`src/rtl/md5_sequencer.sv`:
```
// md5_sequencer: runs the 64-step MD5 compression on one 128-bit candidate
// message per job. The working state starts from the salt constants, and
// UNROLL steps are chained each clock. Once the job is finished, the result
// is compared against a captured target digest.
module md5_sequencer #(
  parameter int UNROLL = 1
) (
  input  logic         clk,
  input  logic         rst,
  input  logic         in_valid,
  output logic         in_ready,
  input  logic [127:0] in_message,
  input  logic [127:0] target,
  input  logic         abort,
  output logic         out_valid,
  input  logic         out_ready,
  output logic [127:0] out_digest,
  output logic         out_match,
  output logic         busy
);

  if (UNROLL != 1 && UNROLL != 2 && UNROLL != 4) begin : g_bad_unroll
    $error("md5_sequencer: UNROLL must be 1, 2 or 4");
  end

  localparam logic [31:0]  SALT_A = 32'h67452301;
  localparam logic [31:0]  SALT_B = 32'hefcdab89;
  localparam logic [31:0]  SALT_C = 32'h98badcfe;
  localparam logic [31:0]  SALT_D = 32'h10325476;
  localparam logic [127:0] SALT   = {SALT_A, SALT_B, SALT_C, SALT_D};
  localparam logic [5:0]   LAST_CNT = 6'(64 - UNROLL);
  localparam logic [5:0]   CNT_INC  = 6'(UNROLL);

  localparam logic [31:0] T_TAB [64] = '{
    32'hd76aa478, 32'he8c7b756, 32'h242070db, 32'hc1bdceee,
    32'hf57c0faf, 32'h4787c62a, 32'ha8304613, 32'hfd469501,
    32'h698098d8, 32'h8b44f7af, 32'hffff5bb1, 32'h895cd7be,
    32'h6b901122, 32'hfd987193, 32'ha679438e, 32'h49b40821,
    32'hf61e2562, 32'hc040b340, 32'h265e5a51, 32'he9b6c7aa,
    32'hd62f105d, 32'h02441453, 32'hd8a1e681, 32'he7d3fbc8,
    32'h21e1cde6, 32'hc33707d6, 32'hf4d50d87, 32'h455a14ed,
    32'ha9e3e905, 32'hfcefa3f8, 32'h676f02d9, 32'h8d2a4c8a,
    32'hfffa3942, 32'h8771f681, 32'h6d9d6122, 32'hfde5380c,
    32'ha4beea44, 32'h4bdecfa9, 32'hf6bb4b60, 32'hbebfbc70,
    32'h289b7ec6, 32'heaa127fa, 32'hd4ef3085, 32'h04881d05,
    32'hd9d4d039, 32'he6db99e5, 32'h1fa27cf8, 32'hc4ac5665,
    32'hf4292244, 32'h432aff97, 32'hab9423a7, 32'hfc93a039,
    32'h655b59c3, 32'h8f0ccc92, 32'hffeff47d, 32'h85845dd1,
    32'h6fa87e4f, 32'hfe2ce6e0, 32'ha3014314, 32'h4e0811a1,
    32'hf7537e82, 32'hbd3af235, 32'h2ad7d2bb, 32'heb86d391
  };

  // shift amounts indexed by {round, phase[1:0]}
  localparam logic [4:0] S_TAB [16] = '{
    5'd7, 5'd12, 5'd17, 5'd22,
    5'd5, 5'd9,  5'd14, 5'd20,
    5'd4, 5'd11, 5'd16, 5'd23,
    5'd6, 5'd10, 5'd15, 5'd21
  };

  typedef enum logic [1:0] {IDLE, RUN, DONE} state_t;

  state_t       state;
  logic [5:0]   cnt;
  logic [127:0] work;
  logic [127:0] msg_q;
  logic [127:0] tgt_q;
  logic [127:0] nxt;
  logic [127:0] digest;

  function automatic logic [31:0] rotl(input logic [31:0] x, input logic [4:0] n);
    logic [63:0] dbl;
    dbl = {x, x} << n;
    return dbl[63:32];
  endfunction

  // Padded block is {msg, 384'b0}; word 0 is the top 32 bits, so only
  // words 0..3 can be non-zero.
  function automatic logic [31:0] msg_word(input logic [127:0] msg, input logic [3:0] k);
    logic [31:0] w;
    case (k)
      4'd0:    w = msg[127:96];
      4'd1:    w = msg[95:64];
      4'd2:    w = msg[63:32];
      4'd3:    w = msg[31:0];
      default: w = 32'h0;
    endcase
    return w;
  endfunction

  function automatic logic [127:0] md5_step(input logic [127:0] st, input logic [5:0] s,
                                            input logic [127:0] msg);
    logic [31:0] a, b, c, d, f, sum;
    logic [3:0]  ph, k;
    logic [1:0]  rnd;
    a   = st[127:96];
    b   = st[95:64];
    c   = st[63:32];
    d   = st[31:0];
    rnd = s[5:4];
    ph  = s[3:0];
    case (rnd)
      2'd0: begin f = (b & c) | (~b & d); k = ph;                end
      2'd1: begin f = (d & b) | (~d & c); k = 4'd5 * ph + 4'd1;  end
      2'd2: begin f = b ^ c ^ d;          k = 4'd3 * ph + 4'd5;  end
      default: begin f = c ^ (b | ~d);    k = 4'd7 * ph;         end
    endcase
    sum = a + f + T_TAB[s] + msg_word(msg, k);
    return {d, b + rotl(sum, S_TAB[{rnd, ph[1:0]}]), b, c};
  endfunction

  // UNROLL steps chained combinationally from the current counter
  always_comb begin
    nxt = work;
    for (int u = 0; u < UNROLL; u++) begin
      nxt = md5_step(nxt, cnt + 6'(u), msg_q);
    end
    digest = {nxt[127:96] + SALT_A, nxt[95:64] + SALT_B,
              nxt[63:32]  + SALT_C, nxt[31:0]  + SALT_D};
  end

  // control FSM with registered handshake/status outputs
  always_ff @(posedge clk or posedge rst) begin
    if (rst) begin
      state      <= IDLE;
      cnt        <= 6'd0;
      work       <= 128'h0;
      msg_q      <= 128'h0;
      tgt_q      <= 128'h0;
      out_digest <= 128'h0;
      out_match  <= 1'b0;
      in_ready   <= 1'b1;
      out_valid  <= 1'b0;
      busy       <= 1'b0;
    end else begin
      case (state)
        IDLE: begin
          // abort has no meaning here, so it does not block an accept
          if (in_valid) begin
            work     <= SALT;
            cnt      <= 6'd0;
            tgt_q    <= target;
            msg_q    <= in_message;
            state    <= RUN;
            in_ready <= 1'b0;
            busy     <= 1'b1;
          end
        end
        RUN: begin
          if (abort) begin
            state    <= IDLE;
            cnt      <= 6'd0;
            in_ready <= 1'b1;
            busy     <= 1'b0;
          end else begin
            work <= nxt;
            if (cnt == LAST_CNT) begin
              cnt        <= 6'd0;
              out_digest <= digest;
              out_match  <= (digest == tgt_q);
              state      <= DONE;
              out_valid  <= 1'b1;
            end else begin
              cnt <= cnt + CNT_INC;
            end
          end
        end
        DONE: begin
          if (abort || out_ready) begin
            state     <= IDLE;
            in_ready  <= 1'b1;
            out_valid <= 1'b0;
            busy      <= 1'b0;
          end
        end
        default: begin
          state     <= IDLE;
          cnt       <= 6'd0;
          in_ready  <= 1'b1;
          out_valid <= 1'b0;
          busy      <= 1'b0;
        end
      endcase
    end
  end

endmodule

```
`config.mk`:
```
export PLATFORM = sky130hd
export DESIGN_NAME = md5_sequencer
export DESIGN_NICKNAME = d
export VERILOG_FILES = /design/src/rtl/md5_sequencer.sv
export SDC_FILE = /design/constraint.sdc
export NUM_CORES = 2
export LEC_CHECK = 0
export ABC_AREA = 1
export CORE_MARGIN = 2
export CORE_UTILIZATION = 40
export CTS_CLUSTER_SIZE = 10
export DETAILED_ROUTE_END_ITERATION = 6
export PLACE_DENSITY = 0.65
export REMOVE_ABC_BUFFERS = 1
export SYNTH_ARGS = -nofsm -noshare
export SYNTH_HDL_FRONTEND = slang
export SYNTH_SLANG_ARGS = --single-unit
```
`constraint.sdc`:
```
create_clock -name clk -period 61.3 [get_ports clk]
set_input_delay 15.325 -clock clk [delete_from_list [all_inputs] [get_ports clk]]
set_output_delay 15.325 -clock clk [all_outputs]
set_load 0.1 [all_outputs]
```
==> results.sh <==
export IMPL_crit_type="input port to flip-flop"
export IMPL_cts_clk_slew_worst_paths_ns=0.05
export IMPL_antenna_found_initial=3
export IMPL_yosysTopAreaCell="dfrtp_1"
export IMPL_fin_crit_sh_pct=30.8
export IMPL_areaGrowthSynthToFinish_pct=18.8
export IMPL_routed_wl_um=150000
export IMPL_grt_pass1_wl_um=224000
export IMPL_finalCoreUtilization_pct=47.9
export IMPL_gp_congestion=1.02
export IMPL_reg2reg_from="cnt[1]"
export IMPL_worst_path_stages=23
export IMPL_tightestPinTransition_ns=1.35
export IMPL_grt_usage_pct=30.6
export IMPL_ctsResizeCount=0
export IMPL_slowest_delay_ns=0.47
export IMPL_rrSetupSlack_ns=48.55
export IMPL_synth_edf_count=0
export IMPL_grt_max_degree=108
export IMPL_ys_types=66
export IMPL_hold_class="flip-flop to flip-flop"
export IMPL_max_cap_violations=0
export IMPL_ys_warnings_count=0
export IMPL_r2r_cells=55
export IMPL_fin_tns_setup_ns=0
export IMPL_violations="design-rule violations"
export IMPL_grt_overflow=0
export IMPL_core_area_um2=93200
export IMPL_final_setup_viol_count=0
export IMPL_final_nets=6148
export IMPL_critPathMostFrequentCell="nor2_1"
export IMPL_cp_max_fo=29
export IMPL_numCtsBuffers=67
export IMPL_vias=38766
export IMPL_fillers=9463
export IMPL_dp_final_hpwl_um=113000
export IMPL_synthFlopType="dfrtp_1"
export IMPL_cp_buffers_inverters=2
export IMPL_yosysSeqAreaShare_pct=34.9
export IMPL_portBuffers=392
export IMPL_pre_cts_ws_ns=41.93
export IMPL_cts_setup_buffers=0
export IMPL_cts_hold_buf=0
export IMPL_multi_input_comb_area_um2=21600
export IMPL_fp_dieArea_um2=96400
export IMPL_cp_endpoint="out_match"
export IMPL_synth_area_leaders="dfrtp_1 35%, nand2_1 18%, o21ai_0 6.6%"
export IMPL_routed_via_density=5.53
export IMPL_grt_pass1_vias=37004
export IMPL_rsz0062_at_grt="no"
export IMPL_synth_top_area_share_pct=34.8
export IMPL_dieHeight_um=310
export IMPL_status="complete, but fails checks"
export IMPL_startpoint_type="input port"
export IMPL_async_flop_share_pct=100
export IMPL_syn_avg_cell_area_um2=6.88
export IMPL_drv_slew=0
export IMPL_final_layout_size_suffix_gt1_share_pct=4.50
export IMPL_cts_root_buf="clkbuf_16"
export IMPL_drtIter0Drc=3685
export IMPL_crit_path_cell_trace="clkdlybuf4s50_1, nor2_2, buf_4, nand2_4, nor2_1, nand2_1, nor2_1, nand3_1, nor2_1, nand4_1, nor2_1, nand4_1, nor2_1, nand4_1, nor2_1, nand4_1, nor2_1, nand4_1, nor2_1, nand4_1, nor2_1, nand4_1, nand2_1"
export IMPL_rows=112
export IMPL_ys_ff_latch=524
export IMPL_fmax_mhz=52.9
export IMPL_critical_path_top_delay_family="simple AND/OR/NAND/NOR gates"
export IMPL_worstPathRequired_ns=61.87
export IMPL_clock_path_buffers=3
export IMPL_synth_most_common_cell="nand2_1"
export IMPL_seq_area_um2=13100
export IMPL_wl_per_cell_um=21.3
export IMPL_start_util_pct=40.3
export IMPL_syn_area_um2=37600
export IMPL_drc=6
export IMPL_clk_latency_ns=0.66
export IMPL_cts_sinks=524
export IMPL_crit_path_end_kind="flip-flop"
export IMPL_io_pins=393
export IMPL_crit_start="abort"
export IMPL_synthCells=5456
export IMPL_rr_endpoint="out_match"
export IMPL_fin_skew_ns=0.0390
export IMPL_die_w_um=310
export IMPL_hold_viol_final=0
export IMPL_setup_ws_ns=42.41
export IMPL_drt_first_pass_iters=7
export IMPL_crit_slowest_cell="clkdlybuf4s50_1"
export IMPL_period_needed_ns=18.89
export IMPL_synth_top_cells_by_count="1829 x nand2_1, 523 x dfrtp_1, 503 x inv_1, 494 x o21ai_0, 397 x nor2_1"
export IMPL_relSlewSlack_pct=9.91
export IMPL_h_tree_depth=3
export IMPL_critPathArrivalTime_ns=19.46
export IMPL_ant_nets=0
export IMPL_cts_tree="yes"
[logic make-up after synthesis]
group	count (synthesis)	share of synthesized area [%]
DFF	524	34.9
adders and majority gates	165	6.84
muxes	15	0.400
and+or+nand+nor	2844	31.4
xor gates and xnor gates	134	3.39
AOI/OAI and AO/OA	1004	15.2
buffers and inverters	770	7.81
[area by class of cell]
| type | count | share of cell area (%) |
|---|---|---|
| repair buffers | 441 | 9.62 |
| clock inverters | 11 | 0.325 |
| flip-flops and latches | 524 | 29.4 |
| well taps | 1254 | 3.52 |
| clock buffers | 93 | 4.34 |
| multi-input cells | 4162 | 48.3 |
| diodes | 1 | 0.00561 |
| inverters | 526 | 4.46 |
[through the flow]
step / cells / hold slack (ns) / area, um2
2_1_floorplan: 5212 / 0.442 / 36600
3_3_place_gp: 6907 / 0.454 / 42500
3_5_place_dp: 6907 / 0.458 / 42500
4_1_cts: 7011 / 0.472 / 44600
5_1_grt: 7011 / 0.488 / 44600
6_report: 7012 / 0.466 / 44600
[layout by cell type, fill, tap and decap left out, types with 61 or more instances in the layout]
master	count
nand2_1	1828
a21oi_1	193
o21ai_0	493
dfrtp_1	522
fa_1	67
clkbuf_16	70
nor2_1	394
xor2_1	99
clkdlybuf4s50_1	392
inv_1	501
ha_1	98
o22ai_1	61
nand3_1	379
nand4_1	82
a31oi_1	65
[registers in the layout, summed over array words and instances (netlist names)]
name        flops
in_ready        1
out_match       1
out_digest    128
busy            1
tgt_q         128
cnt             6
work          128
state           2
out_valid       1
msg_q         128
[worst min path at each step]
| stage | startpoint | endpoint | slack, ns | cells past startpoint |
|---|---|---|---|---|
| 2_1_floorplan | msg_q[0] | msg_q[0] | 0.44 | 2 |
| 3_3_place_gp | msg_q[120] | msg_q[120] | 0.45 | 2 |
| 3_5_place_dp | msg_q[17] | msg_q[17] | 0.46 | 2 |
| 4_1_cts | msg_q[71] | msg_q[71] | 0.47 | 2 |
| 5_1_grt | msg_q[37] | msg_q[37] | 0.49 | 2 |
| 6_report | msg_q[64] | msg_q[64] | 0.47 | 2 |
[layer usage]
metal | routed length [um] | GRT usage [%]
met1 | 63100 | 41.0
met2 | 68000 | 49.0
met3 | 12700 | 6.02
met4 | 5700 | 11.2
met5 | 27 | 0
[worst reg2reg max path: cells and delay by family, from the launching register on]
| family | cells | cell delay, ns |
|---|---|---|
| AND/OR/NAND/NOR | 34 | 4.92 |
| adder cells (fa/ha/maj) | 7 | 3.49 |
| AO/OA/AOI/OAI | 8 | 2.79 |
| buffers and inverters | 5 | 0.91 |
| flip-flops | 1 | 0.32 |
| XOR/XNOR | 1 | 0.21 |
Power is left out: the tool's default activity adds up to more than one toggle a clock period on the data nets, which glitch-free logic cannot reach.
